$ cat config.mk
export PLATFORM = sky130hd
export DESIGN_NAME = impressora_parametrizada
export DESIGN_NICKNAME = d
export VERILOG_FILES = /design/src/rtl/impressora_parametrizada.sv
export SDC_FILE = /design/constraint.sdc
export NUM_CORES = 1
export LEC_CHECK = 0
export ABC_CLOCK_PERIOD_IN_PS = 2700
export CORE_UTILIZATION = 55
export DETAILED_ROUTE_END_ITERATION = 7
export GPL_ROUTABILITY_DRIVEN = 1
export PLACE_DENSITY = 0.85
export SLEW_MARGIN = 0
export SYNTH_ARGS = -nofsm -noshare
export SYNTH_HDL_FRONTEND = slang
export SYNTH_SLANG_ARGS = --single-unit
$ cat constraint.sdc
create_clock -name clock -period 2.7 [get_ports clock]
set_input_delay 0.675 -clock clock [delete_from_list [all_inputs] [get_ports clock]]
set_output_delay 0.675 -clock clock [all_outputs]
set_load 0.1 [all_outputs]
$ cat src/rtl/impressora_parametrizada.sv
// Sequential binary-to-seven-segment printer. Iterative double-dabble (one bit per clock)
// with leading-zero blanking, signed minus display and overflow indication.
module impressora_parametrizada #(
  parameter int WIDTH  = 16,
  parameter int DIGITS = 4,
  parameter int SIGNED = 0
) (
  input  logic                  clock,
  input  logic                  reset,
  input  logic [WIDTH-1:0]      valor,
  input  logic                  inicio,
  input  logic                  apagar_zeros,
  output logic [7*DIGITS-1:0]   hex,
  output logic                  ocupado,
  output logic                  pronto,
  output logic                  estouro
);

  // BCD nibbles sized for any WIDTH-bit magnitude: ceil(WIDTH*0.302)+1.
  localparam int NIB   = (WIDTH * 302 + 999) / 1000 + 1;
  localparam int BW    = 4 * NIB;
  localparam int PW    = (NIB > DIGITS) ? NIB : DIGITS;
  localparam int CNT_W = $clog2(WIDTH + 1);
  localparam int LW    = (WIDTH > 32) ? WIDTH + 1 : 33;

  localparam logic [LW-1:0] LIM_POS = LW'(10 ** DIGITS - 1);
  localparam logic [LW-1:0] LIM_NEG = LW'(10 ** (DIGITS - 1) - 1);

  localparam logic [1:0] S_IDLE = 2'd0;
  localparam logic [1:0] S_CONV = 2'd1;
  localparam logic [1:0] S_ENC  = 2'd2;

  localparam logic [6:0] SEG_BLANK = 7'b1111111;
  localparam logic [6:0] SEG_DASH  = 7'b0111111;

  logic [1:0]          state_q,   state_d;
  logic [WIDTH-1:0]    mag_q,     mag_d;
  logic [BW-1:0]       bcd_q,     bcd_d;
  logic [CNT_W-1:0]    cnt_q,     cnt_d;
  logic                neg_q,     neg_d;
  logic                blank_q,   blank_d;
  logic                ovf_q,     ovf_d;
  logic [7*DIGITS-1:0] hex_q,     hex_d;
  logic                ocupado_q, ocupado_d;
  logic                pronto_q,  pronto_d;
  logic                estouro_q, estouro_d;

  logic [WIDTH-1:0]    mag_in;
  logic                neg_in;
  logic [BW-1:0]       bcd_adj;
  logic [4*PW-1:0]     bcd_pad;
  logic [7*DIGITS-1:0] hex_enc;
  logic                seen_nz;
  logic [3:0]          nib;
  logic [6:0]          seg;

  function automatic logic [6:0] seg7(input logic [3:0] d);
    case (d)
      4'd0:    seg7 = 7'b1000000;
      4'd1:    seg7 = 7'b1111001;
      4'd2:    seg7 = 7'b0100100;
      4'd3:    seg7 = 7'b0110000;
      4'd4:    seg7 = 7'b0011001;
      4'd5:    seg7 = 7'b0010010;
      4'd6:    seg7 = 7'b0000010;
      4'd7:    seg7 = 7'b1111000;
      4'd8:    seg7 = 7'b0000000;
      4'd9:    seg7 = 7'b0010000;
      default: seg7 = SEG_BLANK;
    endcase
  endfunction

  // Magnitude held in WIDTH bits so the most-negative value negates exactly.
  always_comb begin
    neg_in = (SIGNED != 0) && valor[WIDTH-1];
    mag_in = neg_in ? (~valor + WIDTH'(1)) : valor;
  end

  always_comb begin
    bcd_adj = bcd_q;
    for (int n = 0; n < NIB; n++) begin
      if (bcd_q[4*n +: 4] >= 4'd5) bcd_adj[4*n +: 4] = bcd_q[4*n +: 4] + 4'd3;
    end
  end

  // Scan from the top digit down so blanking stops at the first nonzero digit.
  always_comb begin
    bcd_pad          = '0;
    bcd_pad[BW-1:0]  = bcd_q;
    hex_enc          = '1;
    seen_nz          = 1'b0;
    nib              = 4'd0;
    seg              = SEG_BLANK;
    for (int i = DIGITS - 1; i >= 0; i--) begin
      nib = bcd_pad[4*i +: 4];
      if (ovf_q || (neg_q && i == DIGITS - 1))               seg = SEG_DASH;
      else if (blank_q && !seen_nz && nib == 4'd0 && i != 0) seg = SEG_BLANK;
      else                                                   seg = seg7(nib);
      if (nib != 4'd0) seen_nz = 1'b1;
      hex_enc[7*i +: 7] = seg;
    end
  end

  // NOTE: every *_d starts from its *_q (or a pulse default) so no path leaves a
  // combinational output unassigned, which would otherwise infer a latch.
  always_comb begin
    state_d   = state_q;
    mag_d     = mag_q;
    bcd_d     = bcd_q;
    cnt_d     = cnt_q;
    neg_d     = neg_q;
    blank_d   = blank_q;
    ovf_d     = ovf_q;
    hex_d     = hex_q;
    ocupado_d = ocupado_q;
    pronto_d  = 1'b0;
    estouro_d = estouro_q;
    case (state_q)
      S_IDLE: begin
        if (inicio) begin
          mag_d     = mag_in;
          neg_d     = neg_in;
          blank_d   = apagar_zeros;
          ovf_d     = LW'(mag_in) > (neg_in ? LIM_NEG : LIM_POS);
          bcd_d     = '0;
          cnt_d     = '0;
          ocupado_d = 1'b1;
          state_d   = S_CONV;
        end
      end
      S_CONV: begin
        bcd_d = {bcd_adj[BW-2:0], mag_q[WIDTH-1]};
        mag_d = {mag_q[WIDTH-2:0], 1'b0};
        cnt_d = cnt_q + CNT_W'(1);
        if (cnt_q == CNT_W'(WIDTH - 1)) state_d = S_ENC;
      end
      S_ENC: begin
        hex_d     = hex_enc;
        estouro_d = ovf_q;
        pronto_d  = 1'b1;
        ocupado_d = 1'b0;
        state_d   = S_IDLE;
      end
      default: state_d = S_IDLE;
    endcase
  end

  // NOTE: sequential state uses non-blocking assignments so every flop samples
  // the pre-edge values regardless of statement order.
  always_ff @(posedge clock) begin
    if (reset) begin
      state_q   <= S_IDLE;
      mag_q     <= '0;
      bcd_q     <= '0;
      cnt_q     <= '0;
      neg_q     <= 1'b0;
      blank_q   <= 1'b0;
      ovf_q     <= 1'b0;
      hex_q     <= '1;
      ocupado_q <= 1'b0;
      pronto_q  <= 1'b0;
      estouro_q <= 1'b0;
    end else begin
      state_q   <= state_d;
      mag_q     <= mag_d;
      bcd_q     <= bcd_d;
      cnt_q     <= cnt_d;
      neg_q     <= neg_d;
      blank_q   <= blank_d;
      ovf_q     <= ovf_d;
      hex_q     <= hex_d;
      ocupado_q <= ocupado_d;
      pronto_q  <= pronto_d;
      estouro_q <= estouro_d;
    end
  end

  assign hex     = hex_q;
  assign ocupado = ocupado_q;
  assign pronto  = pronto_q;
  assign estouro = estouro_q;

endmodule

==> PnR_summary.wiki <==
{| class="wikitable"
! Metric !! Value
|-
| Outcome || completed
|-
| Clock power frac || 0.374
|-
| Max Clock Skew || 7.74 ps
|-
| Starting DRC count in detailed routing || 315
|-
| Worst setup path class || reg -> reg
|-
| Avg WL per Cell || 16.4 um
|-
| Last weighted congestion value of the routability-driven placer || 0.878
|-
| Proportion of synthesized chip area in sequential cells || 0.402
|-
| Number of enable flip-flop cells after synthesis || 0
|-
| P&R area growth vs syn || 17.6%
|-
| Area of the multi-input gates || 2670 sq um
|-
| Setup repair after global routing missed its margin || false
|-
| Most common flop cell mapped by yosys || dfxtp_1
|-
| Top-level port count || 51
|-
| Remaining global-route overflow || 0
|-
| Crit-path slowest cell || a2111oi_2
|-
| Type of the tightest min-delay check || reg -> reg
|-
| Power per cell area || 478 nW/um^2
|-
| Relative slew slack || 0.614
|-
| Clock tree from TritonCTS || yes
|-
| Clock root buffer || clkbuf_8
|-
| Final sum of negative setup slack || 0 ps
|-
| Net switching fraction of the power || 0.242
|-
| Share of Yosys cell area claimed by the top area cell type || 0.402
|-
| Count of buffers inserted at the top-level ports || 50
|-
| Total inserted antenna cells || 0
|-
| FF-to-FF Start || bcd_pad[4]$_SDFFE_PP0N_
|-
| Initial core utilization || 0.569
|-
| Syn nets || 593
|-
| Worst Path Arrival || 2710 ps
|-
| Post-DR vias/cell || 6.08
|-
| Endpoint of the worst hold-timing path || hex[11]$_SDFFE_PP1P_
|-
| Overall power of the completed layout || 2.80 mW
|-
| Wire length of the first global-routing pass || 19.3 mm
|-
| DRC Markers || 0
|-
| Most common library cell in the layout ignoring fill and taps || dfxtp_1
|-
| Total of max-cap violations || 0
|-
| Hold buffer count at cts || 0
|-
| Post-Syn Area || 4990 sq um
|-
| Overall die height || 97.2 um
|-
| Total of fill cells in the finished design || 679
|-
| Net switching power of the design || 0.677 mW
|-
| Portion of total power attributed to combinational logic || 0.081
|-
| Post-cts resize count || 0
|-
| Endpoint type of the worst setup path || register
|-
| Total number of yosys warnings || 0
|-
| Standard-cell rows || 34
|-
| Seq pwr share || 0.545
|-
| Clock insertion delay at the later pin of the skew report || 360 ps
|-
| Static leakage || 2.31 nW
|-
| Detailed placer's ending HPWL || 8.20 mm
|-
| Initial antenna violation count || 0
|-
| Worst EP required || 2940 ps
|-
| Syn_area_per_cell || 9.23 sq um
|-
| Critical Path Start Type || register
|-
| Largest fanout of any net on the critical path || 6
|-
| Maximum vdd drop || 0.286 mV
|-
| R2R setup slack || 230 ps
|-
| Clock-pin slew on the worst setup and hold paths || 90 ps
|-
| Maximum achievable frequency || 404 MHz
|-
| Top post-synthesis cells by area || dfxtp_1, ha_1, nor2_1, o22a_1, inv_1
|-
| Max clock buf depth || 2
|-
| Proportion of layout cells with a drive suffix above 1 || 0.189
|-
| CP max stage delay || 420 ps
|-
| Total CTS buffers || 9
|-
| Die width || 97.2 um
|-
| Gate count of the mapped netlist || 540
|-
| Number of setup buffers added after CTS || 0
|-
| Number of nets at the end of the flow || 651
|-
| Worst hold path stage count || 1
|-
| Pins over their slew limit || 0
|-
| Pre-antenna DRT Iters || 5
|-
| Overall routed net length || 11.7 mm
|-
| Core Box Area || 8760 sq um
|-
| Number of distinct standard cells referenced by the synthesized netlist || 77
|-
| Cell chain of the critical path || inv_1, ha_1, nand2b_1, a2111oi_2, nor3_2, nor2_1, inv_1, ha_1, a211o_1, o311ai_0
|-
| Cell Int Power || 2.12 mW
|-
| Vias in the first global route || 4071
|-
| Post-layout min period || 2470 ps
|-
| Post-route antenna net violation count || 0
|-
| Overall global routing resource usage || 0.245
|-
| Clock sink count || 100
|-
| Hold Fails Final Rpt || 0
|-
| Pin count of the biggest net entering global routing || 57
|-
| Synth async-reset ratio || 0
|-
| Cell taking the most area after synthesis || dfxtp_1
|-
| Post-synthesis register bit count || 100
|-
| Measured slew at the worst slew-check pin || 574 ps
|-
| Most used cells in the layout excluding fill and tap cells || dfxtp_1, buf_4, nor2_1, inv_1, ha_1
|-
| Via Count || 4319
|-
| Max H-tree Level || 3
|-
| Final critical-path share of the clock period || 0.916
|-
| Area taken by flip-flops and latches || 2000 sq um
|-
| Floorplan die area || 9450 sq um
|-
| Final number of setup-violating endpoints || 0
|-
| Worst-case reg-to-reg path depth || 10
|}
[area by class of cell]
cell class                 count  area share
clock buffer                  10      0.0218
clock inverter                 5      0.0145
inverter                      42      0.0273
multi-input combinational    364       0.456
sequential                   100       0.342
tap                          108      0.0231
timing repair buffer          81       0.115
[power by group through the flow]
stage / clock network (mW) / logic, mW / registers [mW]
after floorplan: 0 / 0.136 / 1.56
after global placement: 0 / 0.217 / 1.56
after detailed placement: 0 / 0.224 / 1.56
after CTS: 1.06 / 0.225 / 1.53
after global routing: 1.13 / 0.246 / 1.53
final: 1.05 / 0.228 / 1.53
[how the worst max path moves through the flow]
stage | startpoint | end | slack, ps | cells past startpoint
after floorplan | inicio | register | 190 | 9
after global placement | inicio | register | 6 | 11
after detailed placement | inicio | register | -80 | 11
after CTS | bcd_pad[4]$_SDFFE_PP0N_ | register | 110 | 10
after global routing | bcd_pad[4]$_SDFFE_PP0N_ | register | 20 | 12
final | bcd_pad[4]$_SDFFE_PP0N_ | register | 230 | 10
[layer usage]
metal / up-vias / wire length [um] / track usage
met4: 0 / 140 / 0.0645
met1: 2048 / 5310 / 0.329
met2: 153 / 5600 / 0.409
li1: 2104 / - / -
met3: 14 / 600 / 0.0410
met5: - / 0 / 0
[per-stage QoR]
step / worst slack, ps / util / area [sq um] / std cells / hold WS (ps)
after floorplan: 192 / - / 4990 / 540 / 413
after global placement: 6.26 / 0.642 / 5630 / 695 / 418
after detailed placement: -78.2 / 0.642 / 5630 / 695 / 422
after CTS: 113 / 0.666 / 5840 / 710 / 441
after global routing: 17.5 / 0.669 / 5860 / 710 / 455
final: 226 / 0.669 / 5860 / 710 / 438
[cells in the mapped netlist, types with 3 or more instances]
cell type / instances
dfxtp_1: 100
nor2_1: 43
inv_1: 39
ha_1: 33
nand2_1: 28
a21oi_1: 27
o21ai_0: 22
o22a_1: 18
nor3_1: 17
clkbuf_1: 16
buf_2: 15
o22ai_1: 15
a221oi_1: 14
a211oi_1: 9
a21o_1: 8
nand3_1: 8
a31oi_1: 7
nand2b_1: 7
nor2b_1: 6
nand4_1: 5
a2111oi_0: 4
a211oi_2: 4
a311o_1: 4
and2_1: 4
and3_1: 4
nor4_1: 4
o31ai_1: 4
a211o_1: 3
a211oi_4: 3
a22oi_1: 3
a32oi_1: 3
and4b_1: 3
buf_6: 3
xnor2_1: 3
[worst max-delay path: cells and delay by family, from the launching register on]
family,cells,cell delay (ps)
AND/OR/NAND/NOR,3,420
flip-flops,1,380
AO/OA/AOI/OAI,3,780
adder cells (fa/ha/maj),2,480
buffers and inverters,2,300
[cells by family (layout without fill, tap and decap cells)]
family          count (synthesis)  in the layout  share of synthesized area
buf+inv                        76            138                     0.0660
flops                         100            100                      0.402
xor+xnor                        4              4                    0.00703
fa+ha+maj                      33             33                     0.0828
compound gates                177            177                      0.279
simple gates                  148            148                      0.159
mux                             2              2                    0.00427
(Power assumes the default switching activity.)
